$ cat src/rtl/full_sub_gate_level.sv
// Registered ripple-borrow subtractor {borrow,d} = a - b - c.
// It is built from 1-bit gate-primitive cells and has a one-cycle valid pipe.
module full_sub_cell (
    input  logic a,
    input  logic b,
    input  logic bin,
    output logic d,
    output logic bout
);
    logic axb, na, naxb, gen, prop;

    xor g_axb  (axb, a, b);
    xor g_d    (d, axb, bin);
    not g_na   (na, a);
    and g_gen  (gen, na, b);
    // Borrow propagates through this bit only when a and b are equal.
    not g_naxb (naxb, axb);
    and g_prop (prop, naxb, bin);
    or  g_bout (bout, gen, prop);
endmodule

module full_sub_gate_level #(
    parameter int WIDTH = 1
) (
    input  logic             clk,
    input  logic             rst_n,
    input  logic             in_valid,
    input  logic [WIDTH-1:0] a,
    input  logic [WIDTH-1:0] b,
    input  logic             c,
    output logic             out_valid,
    output logic [WIDTH-1:0] d,
    output logic             borrow
);
    localparam int STAGES = 1;

    logic [WIDTH:0]   bchain;
    logic [WIDTH-1:0] d_comb;
    logic [STAGES:0]  vld_pipe;

    assign bchain[0] = c;

    for (genvar i = 0; i < WIDTH; i++) begin : g_bit
        full_sub_cell u_cell (
            .a    (a[i]),
            .b    (b[i]),
            .bin  (bchain[i]),
            .d    (d_comb[i]),
            .bout (bchain[i+1])
        );
    end

    assign vld_pipe[0] = in_valid;
    assign out_valid   = vld_pipe[STAGES];

    always_ff @(posedge clk or negedge rst_n) begin
        if (!rst_n) begin
            vld_pipe[STAGES:1] <= '0;
            d                  <= '0;
            borrow             <= 1'b0;
        end else begin
            vld_pipe[STAGES:1] <= vld_pipe[STAGES-1:0];
            // The result holds when no new operands arrive.
            if (in_valid) begin
                d      <= d_comb;
                borrow <= bchain[WIDTH];
            end
        end
    end
endmodule

$ cat config.mk
export PLATFORM = sky130hd
export DESIGN_NAME = full_sub_gate_level
export DESIGN_NICKNAME = d
export VERILOG_FILES = /design/src/rtl/full_sub_gate_level.sv
export SDC_FILE = /design/constraint.sdc
export NUM_CORES = 1
export LEC_CHECK = 0
export BUFFER_PORTS_ARGS = -buffer_cell sky130_fd_sc_hd__clkbuf_2
export CAP_MARGIN = 20
export CORE_AREA = 10 10 47 49
export DETAILED_ROUTE_END_ITERATION = 12
export DIE_AREA = 0 0 57 59
export GPL_ROUTABILITY_DRIVEN = 1
export PLACE_DENSITY_LB_ADDON = 0.12
export SLEW_MARGIN = 20
export SYNTH_ARGS = -nofsm -noshare
export SYNTH_HDL_FRONTEND = slang
export SYNTH_SLANG_ARGS = --single-unit
$ cat constraint.sdc
create_clock -name clk -period 0.9 [get_ports clk]
set_input_delay 0.18 -clock clk [delete_from_list [all_inputs] [get_ports clk]]
set_output_delay 0.18 -clock clk [all_outputs]
set_load 0.005 [all_outputs]
==> After elaboration in Yosys (flattened, before gate mapping) <==
Index checks and enable logic that the tools add are counted.
{ "classes": {"addsub": 0, "multipliers": 0, "div_mod_pow": 0, "order_cmp": 0, "n_eq_ne": 0, "shift": 0, "mux": 0, "n_bitwise": 7, "n_reduce_logical": 0} }
{ "ops": {"columns": ["op", "n"], "rows": [
  ["bitwise AND 1 bit", 2],
  ["NOT 1 bit", 2],
  ["bitwise XOR 1 bit", 2],
  ["OR 1 bit", 1]
]} }
{ "totals": {"register_bits": 3, "latch_bits": 0, "mem_bits_rw": 0, "mem_bits_ro": 0, "input_bits": 6, "output_inout_bits": 3, "memories": 0} }

==> Logic depth before layout (Yosys ltp) <==
Gate-level depths: netlist (run 1).
{ "logic_depth": {"ltp_word": 4, "ltp_mapped": 3} }

==> Cells and area by module <==
From an unflattened synthesis (run 1), not the netlist that was laid out.
{ "unflattened": {"cells_unflattened": 9, "hier_area_um2": 128.9} }
{ "modules_own_cells": {"columns": ["mod", "instances", "cells_per_inst", "area_each_um2"], "rows": [
  ["full_sub_gate_level", 1, 5, 97.6],
  ["full_sub_cell", 1, 4, 31.3]
]} }

==> Least setup slack after synthesis (run 1) <==
OpenSTA, ideal clock, no wires.
{ "synth_path": {"path_kind": "input -> register", "start": "in b", "end": "reg d", "arrival_ps": 897, "required_ps": 775, "slack_ps": -122, "cell_stages": 3, "path_buffers": 0, "path_cell_list": "inv_1 fa_1 mux2_4"} }
{ "synth_between": {"elab_chain_cells": 2} }
{ "synth_lines": {"columns": ["element", "line", "text"], "rows": [
  ["start: declaration", "29", "input logic [WIDTH-1:0] b,"],
  ["bitwise XOR 1 bit", "12", "xor g_axb (axb, a, b);"],
  ["bitwise XOR 1 bit", "13", "xor g_d (d, axb, bin);"],
  ["via d_comb", "38", "logic [WIDTH-1:0] d_comb;"],
  ["end signal: assignment", "65", "d <= d_comb;"],
  ["end: declaration", "32", "output logic [WIDTH-1:0] d,"]
]} }
The timed path passes the listed nets, and every way through them passes these cells.
A chain may end at the register's enable or synchronous reset.

==> Worst setup path after layout (run 1) <==
{ "layout_path": {"start": "reg borrow", "end": "out borrow"} }
{ "layout_rtl": {"columns": ["element", "line", "text"], "rows": [
  ["start: declaration", "33", "output logic borrow"],
  ["start signal: assignment", "66", "borrow <= bchain[WIDTH];"]
]} }
No word-level cell between the ends.

==> results.yml, run 1 <==
floorplan:
  start_util: 0.0938
  num_rows: 14
  coreArea_sq_um: 1400
  die_w_microns: 57
  io_pins: 9
  die_y_microns: 59
  die-area_sq_um: 3360
final_layout:
  nNetsFinal: 32
  register_area_sq_um: 75.1
  layout_common_cells: "clkbuf_2 (7), dfrtp_1 (3), clkbuf_4 (3)"
  syn_to_final_growth_pct: 98.1
  antenna_cells: 0
  drive_gt1_frac: 0.625
  multi_input_area_sq_um: 45.0
  final-instance-count-excl-fill: 40
  final_common_cell: "clkbuf_2"
  postLayoutCoreUtil: 0.186
  n_fill_cell: 163
timing:
  finalCritPeriodShare: 0.988
  fmax_mhz: 1120
  setup_tns_ns: 0
  worst_slew_pin_slew_ns: 0.107
  hold_viol: 0
  fin_crit_ns: 0.889
  rsz0062_at_grt: "yes"
  relSlewSlack: 0.926
  setup_viol: 0
  drv_slew: 0
  finClkSkew_ns: 0
  setup_ws_ns: 0.0105
detailed_routing:
  drt_wl_total_microns: 350
  avgViaCountPerCell: 2.93
  routedWlPerCell_microns: 8.75
  vias: 117
  drc_errors: 0
  drt-initial-drc-count: 1
  ant_nets: 0
  first_pass_iters: 2
placement:
  globalplace.congestion: 0.607
  io_buffers: 8
  place_ws_ns: -0.289
  dp_cells: 33
  post-dp-hpwl_microns: 291
hold_path:
  hold_start: "in_valid"
  min_path_cells: 1
  hp-class: "input port to register"
  hold_path_end: "out_valid"
critical_path:
  cp_cell_sequence: "clkbuf_2"
  crit_type: "register to output port"
  worst_r2r_endpoint: "d"
  r2r_start: "d"
  reg2reg_depth: 2
  critical-path-top-delay-family: "flip-flops"
  max_stage_delay_ns: 0.36
  worst-path-buf-inv: 1
  startpoint_type: "register"
  slowest_stage: "dfrtp_1"
  r2r_slack_ns: 0.04
  end_kind: "output port"
  crit_fanout: 2
  arrival_ns: 0.71
  crit_cells: 1
  worstPathRequired_ns: 0.72
clock_network:
  clk_pin_slew_ns: 0.04
  ctsHtreeMaxLevel: 1
  cts_buffers: 3
  clock-sinks: 3
  clock-root-buffer: "clkbuf_4"
  clock_latency_ns: 0.23
  cts_buffer_depth: 2
  cts_tree: "yes"
power_and_ir_drop:
  powerDensity_nw_per_um2: 1900
  power_w: 0.000494
  ir_drop_uv: 634
  p_leak_nw: 0.138
grt:
  grt_max_degree: 4
  grt_pass1_vias: 131
  antenna_found_initial: 0
  grt_overflow_total: 0
  grt_util_all_layers: 0.0255
  grt_pass1_wl_microns: 552
synthesis:
  ys_warn_count: 0
  ys_seq_area_frac: 0.571
  syn_inst: 9
  synth_nets: 16
  synth-seq-cells: 3
  syn_area_sq_um: 131
  yosysUniqueCellTypes: 5
  syn_area_per_cell_sq_um: 14.6
run_status:
  status: "finished, final reports clean"
flow_run:
  drv_cap: 0
==> power by group <==
| group | internal (W) | switching, W | total, W |
|---|---|---|---|
| clock | 0.000166 | 0.0000702 | 0.000236 |
| combinational | 0.0000640 | 0.0000337 | 0.0000977 |
| sequential | 0.000153 | 0.00000736 | 0.000160 |
| total | 0.000383 | 0.000111 | 0.000494 |
==> per-stage QoR <==
| stage | hold slack (ns) | instance area [sq um] |
|---|---|---|
| 6_report | 0.118 | 260 |
| 5_1_grt | 0.117 | 260 |
| 4_1_cts | 0.106 | 259 |
| 3_5_place_dp | -0.0173 | 199 |
| 3_3_place_gp | -0.0173 | 199 |
| 2_1_floorplan | -0.116 | 139 |
==> per-layer routing <==
layer | vias up | wire (microns) | track usage
met2 | 6 | 146 | 0.0248
met1 | 56 | 130 | 0.0167
met3 | 0 | 73 | 0.0365
met5 | - | 0 | 0
li1 | 55 | - | -
met4 | 0 | 0 | 0.0403
==> flip-flops by register name (all words and copies together) (netlist names) <==
register	cells
d	1
out_valid	1
borrow	1
==> repair_timing <==
action	in CTS	in global routing
hold endpoints to repair	3	0
gates cloned	0	0
gates resized for setup	1	1
pin swaps	1	1
setup buffers	2	0
hold buffers	1	0
setup endpoints to repair	3	4
==> logic make-up (layout without fill, tap and decap cells) <==
family | after synthesis | count (layout) | synth area share
multiplexers | 2 | 2 | 0.190
buffers and inverters | 3 | 18 | 0.0857
flip-flops | 3 | 3 | 0.571
adder cells (fa/ha/maj) | 1 | 1 | 0.152
==> worst max path at each step <==
stage	start	to	slack, ns
5_1_grt	d	d	-0.02
6_report	borrow	borrow	0.01
3_5_place_dp	b	d	-0.29
4_1_cts	d	d	-0.003
3_3_place_gp	b	d	-0.29
2_1_floorplan	b	d	-0.12
==> cell type report <==
cell class | instances | share of cell area
Sequential cell | 3 | 0.288
Timing Repair Buffer | 11 | 0.288
Multi-Input combinational cell | 3 | 0.173
Clock buffer | 4 | 0.101
Tap cell | 16 | 0.0769
Inverter | 3 | 0.0721
==> cells in the mapped netlist <==
cell type / number / area, sq um
fa_1: 1 / 20.0
dfrtp_1: 3 / 75.1
mux2i_1: 1 / 10.0
mux2_4: 1 / 15.0
inv_1: 3 / 11.3
==> worst register-to-register path: cells and delay by family, from the launching register on <==
family | cells | cell delay (ns)
mux | 1 | 0.25
flops | 1 | 0.36
buf+inv | 1 | 0.13
Power figures use the tool's default switching activity.
==> run 2: changes to the inputs <==
--- a/config.mk
+++ b/config.mk
@@ -11,7 +11,7 @@
 export DETAILED_ROUTE_END_ITERATION = 12
 export DIE_AREA = 0 0 57 59
 export GPL_ROUTABILITY_DRIVEN = 1
-export PLACE_DENSITY_LB_ADDON = 0.12
+export PLACE_DENSITY_LB_ADDON = 0.05
 export SLEW_MARGIN = 20
 export SYNTH_ARGS = -nofsm -noshare
 export SYNTH_HDL_FRONTEND = slang
==> results.yml, run 2 (synthesis results as in run 1) <==
run_status:
  status: "complete, but fails checks"
  violations: "negative setup slack"
timing:
  rsz0062_at_grt: "yes"
  finalCritPeriodShare: 1.01
  setup_viol: 2
  fmax_mhz: 1100
  hold_viol: 0
  setup_ws_ns: -0.0121
  drv_slew: 0
  worst_slew_pin_slew_ns: 0.121
  finClkSkew_ns: 0
  fin_crit_ns: 0.912
  relSlewSlack: 0.917
  hold_slack_ns: 0.130
floorplan:
  num_rows: 14
  die_w_microns: 57
  die_y_microns: 59
  coreArea_sq_um: 1400
  start_util: 0.0938
  io_pins: 9
  die-area_sq_um: 3360
critical_path:
  critical-path-top-delay-family: "flip-flops"
  crit_fanout: 2
  worstPathRequired_ns: 0.72
  slowest_stage: "dfrtp_1"
  crit_type: "register to output port"
  r2r_slack_ns: 0.03
  max_stage_delay_ns: 0.38
  arrival_ns: 0.73
  cp_cell_sequence: "clkbuf_2"
  worst-path-buf-inv: 1
  end_kind: "output port"
  startpoint_type: "register"
clock_network:
  clk_pin_slew_ns: 0.04
  cts_buffers: 3
  clock_latency_ns: 0.23
  ctsHtreeMaxLevel: 1
  cts_tree: "yes"
  clock-sinks: 3
  clock-root-buffer: "clkbuf_4"
  cts_buffer_depth: 2
final_layout:
  layout_common_cells: "clkbuf_2 (7), dfrtp_1 (3), clkbuf_4 (3)"
  syn_to_final_growth_pct: 92.4
  final-instance-count-excl-fill: 39
  final_common_cell: "clkbuf_2"
  nNetsFinal: 31
  drive_gt1_frac: 0.652
  antenna_cells: 0
detailed_routing:
  avgViaCountPerCell: 2.85
  first_pass_iters: 2
  ant_nets: 0
  drc_errors: 0
  vias: 111
  drt-initial-drc-count: 2
  routedWlPerCell_microns: 10.5
  drt_wl_total_microns: 408
power_and_ir_drop:
  powerDensity_nw_per_um2: 1940
  switching_share: 0.231
  seqPwrFrac: 0.329
  intPower_w: 0.000377
  p_leak_nw: 0.133
  comb_power_share: 0.194
  clockPowerShare: 0.476
  ir_drop_uv: 479
  power.switching_w: 0.000113
placement:
  dp_cells: 33
  globalplace.congestion: 0.556
  io_buffers: 8
grt:
  grt_util_all_layers: 0.0307
  grt_overflow_total: 0
  grt_pass1_vias: 156
  grt_pass1_wl_microns: 710
  grt_max_degree: 4
  antenna_found_initial: 0
flow_run:
  drv_cap: 0
hold_path:
  hp-class: "input port to register"
## run 2: power by group through the flow
stage               Combinational (W)  Sequential [W]  Clock, W
finish                      0.0000951        0.000161  0.000233
global route                 0.000106        0.000163  0.000258
CTS                         0.0000959        0.000161  0.000251
detailed placement          0.0000741        0.000163         0
global placement            0.0000735        0.000164         0
floorplan                   0.0000287        0.000164         0
## run 2: path summary, 6_finish.rpt
check | startpoint | to | cells after the start
min in group asynchronous | rst_n | d | 2
max | borrow | borrow | 1
min | in_valid | out_valid | 1
min reg2reg | borrow | borrow | 2
max reg2reg | d | d | 2
max in group asynchronous | rst_n | borrow | 2
## run 2: layout make-up
class                   count  area [sq um]
clock buffers               4          26.3
fillers                   163          1150
inverters                   3          18.8
multi-input cells           3          45.0
flip-flops and latches      3          75.1
well taps                  16          20.0
repair buffers             10          67.6
## run 2: per-stage QoR
step | TNS, ns | instance area, sq um | setup WS (ns) | total power [W] | utilization
2_1_floorplan | -0.122 | 139 | -0.122 | 0.000193 | -
3_3_place_gp | -0.386 | 199 | -0.299 | 0.000237 | 0.142
3_5_place_dp | -0.393 | 199 | -0.304 | 0.000238 | 0.142
4_1_cts | -0.0352 | 251 | -0.0259 | 0.000508 | 0.179
5_1_grt | -0.0801 | 253 | -0.0365 | 0.000526 | 0.180
6_report | -0.0144 | 253 | -0.0121 | 0.000490 | 0.180
## run 2: per-layer routing
metal	wire [microns]	GRT usage
met5	0	0
met4	0	0.0201
met3	49	0.0365
met2	113	0.0295
met1	245	0.0346
## run 2: repair_timing
item | 4_1_cts | 5_1_grt
pin swaps | 1 | 1
setup buffers | 1 | 0
gates resized for setup | 2 | 1
hold buffers | 1 | 0
setup endpoints to repair | 3 | 4
hold endpoints to repair | 3 | 0
==> run 3: changes to the inputs <==
--- a/config.mk
+++ b/config.mk
@@ -7,6 +7,8 @@
 export LEC_CHECK = 0
 export BUFFER_PORTS_ARGS = -buffer_cell sky130_fd_sc_hd__clkbuf_2
 export CAP_MARGIN = 20
+export CELL_PAD_IN_SITES_DETAIL_PLACEMENT = 0
+export CELL_PAD_IN_SITES_GLOBAL_PLACEMENT = 1
 export CORE_AREA = 10 10 47 49
 export DETAILED_ROUTE_END_ITERATION = 12
 export DIE_AREA = 0 0 57 59
==> results.yml, run 3 (synthesis results as in run 1) <==
run_status:
  status: "complete, but fails checks"
  violations: "negative setup slack"
final_layout:
  syn_to_final_growth_pct: 92.4
  nNetsFinal: 31
  register_area_sq_um: 75.1
  layout_common_cells: "clkbuf_2 (7), dfrtp_1 (3), clkbuf_4 (3)"
  multi_input_area_sq_um: 45.0
  n_fill_cell: 163
  drive_gt1_frac: 0.609
  antenna_cells: 0
  final_common_cell: "clkbuf_2"
timing:
  finClkSkew_ns: 0
  hold_viol: 0
  setup_ws_ns: -0.0103
  setup_viol: 1
  rsz0062_at_grt: "yes"
  fin_crit_ns: 0.910
  finalCritPeriodShare: 1.01
  fmax_mhz: 1100
  relSlewSlack: 0.917
  drv_slew: 0
  worst_slew_pin_slew_ns: 0.121
power_and_ir_drop:
  p_leak_nw: 0.134
  power_w: 0.000488
  powerDensity_nw_per_um2: 1930
  ir_drop_uv: 413
floorplan:
  io_pins: 9
  num_rows: 14
  die_w_microns: 57
  die_y_microns: 59
  coreArea_sq_um: 1400
  start_util: 0.0938
  die-area_sq_um: 3360
grt:
  grt_max_degree: 4
  grt_overflow_total: 0
  grt_pass1_vias: 156
  antenna_found_initial: 0
  grt_pass1_wl_microns: 683
  grt_util_all_layers: 0.0316
detailed_routing:
  route.met2.wl_microns: 134
  route.met3.wl_microns: 54
  routedWlPerCell_microns: 10.8
  routed.top_layer: "met3"
  avgViaCountPerCell: 2.87
  wl_met1_microns: 232
  first_pass_iters: 2
  vias: 112
  drc_errors: 0
  drt_wl_total_microns: 420
  drt-initial-drc-count: 1
  ant_nets: 0
clock_network:
  ctsHtreeMaxLevel: 1
  cts_buffer_depth: 2
  clock-root-buffer: "clkbuf_4"
  clock_latency_ns: 0.23
  cts_tree: "yes"
  cts_buffers: 3
  clock-sinks: 3
  clk_pin_slew_ns: 0.04
critical_path:
  startpoint_type: "register"
  max_stage_delay_ns: 0.38
  end_kind: "output port"
  reg2reg_depth: 2
  crit_fanout: 2
  slowest_stage: "dfrtp_1"
  critical-path-top-delay-family: "flip-flops"
  crit_type: "register to output port"
  cp_cell_sequence: "clkbuf_2"
  worstPathRequired_ns: 0.72
  r2r_start: "d"
  worst-path-buf-inv: 1
  r2r_slack_ns: 0.04
  worst_r2r_endpoint: "d"
  arrival_ns: 0.73
hold_path:
  hp-class: "input port to register"
  hold_path_end: "out_valid"
  hold_start: "in_valid"
  min_path_cells: 1
placement:
  globalplace.congestion: 0.541
  place_ws_ns: -0.301
  io_buffers: 8
flow_run:
  drv_cap: 0
-- run 3: cell counts in the layout (fill, tap and decap cells not counted) --
Identical to the previous run, type by type.
-- run 3: layout make-up --
| cell class | count | area share |
|---|---|---|
| clock buffer | 4 | 0.104 |
| inverter | 3 | 0.0743 |
| multi-input combinational | 3 | 0.178 |
| sequential | 3 | 0.297 |
| tap | 16 | 0.0792 |
| timing repair buffer | 10 | 0.267 |
-- run 3: worst max-delay path by stage --
stage,slack (ns),from,endpoint,cells after the start
after floorplan,-0.12,b,d,3
after global placement,-0.29,b,d,4
after detailed placement,-0.30,b,d,4
after CTS,-0.03,borrow,borrow,1
after global routing,-0.05,borrow,borrow,1
final,-0.01,borrow,borrow,1
-- run 3: report_power, final --
| group | internal [W] | leakage [nW] | switching [W] | total (W) |
|---|---|---|---|---|
| Combinational | 0.0000576 | 0.0837 | 0.0000340 | 0.0000917 |
| Sequential | 0.000153 | 0.0350 | 0.00000858 | 0.000161 |
| Clock | 0.000166 | 0.0150 | 0.0000692 | 0.000235 |
| Total | 0.000376 | 0.134 | 0.000112 | 0.000488 |
-- run 3: per-stage QoR --
stage	util	cell area, sq um	hold WS [ns]	setup TNS (ns)	cells
after floorplan	-	139	-0.116	-0.122	9
after global placement	0.142	199	-0.0168	-0.387	33
after detailed placement	0.142	199	-0.0121	-0.400	33
after CTS	0.179	251	0.119	-0.0365	39
after global routing	0.180	253	0.121	-0.0866	39
final	0.180	253	0.126	-0.0103	39
-- run 3: routing by layer --
metal  GRT usage  vias to the layer above
met2      0.0310                        9
li1            -                       55
met1      0.0323                       48
met4      0.0201                        0
met3      0.0429                        0
met5           0                        -
-- run 3: timing repair --
| item | CTS | global route |
|---|---|---|
| resized for setup | 1 | 1 |
| setup endpoints to repair | 3 | 4 |
| buffers inserted | 1 | 0 |
| hold buffers | 1 | 0 |
| cloned | 0 | 0 |
| pin swaps | 1 | 1 |
| endpoints found under the hold margin | 3 | 0 |
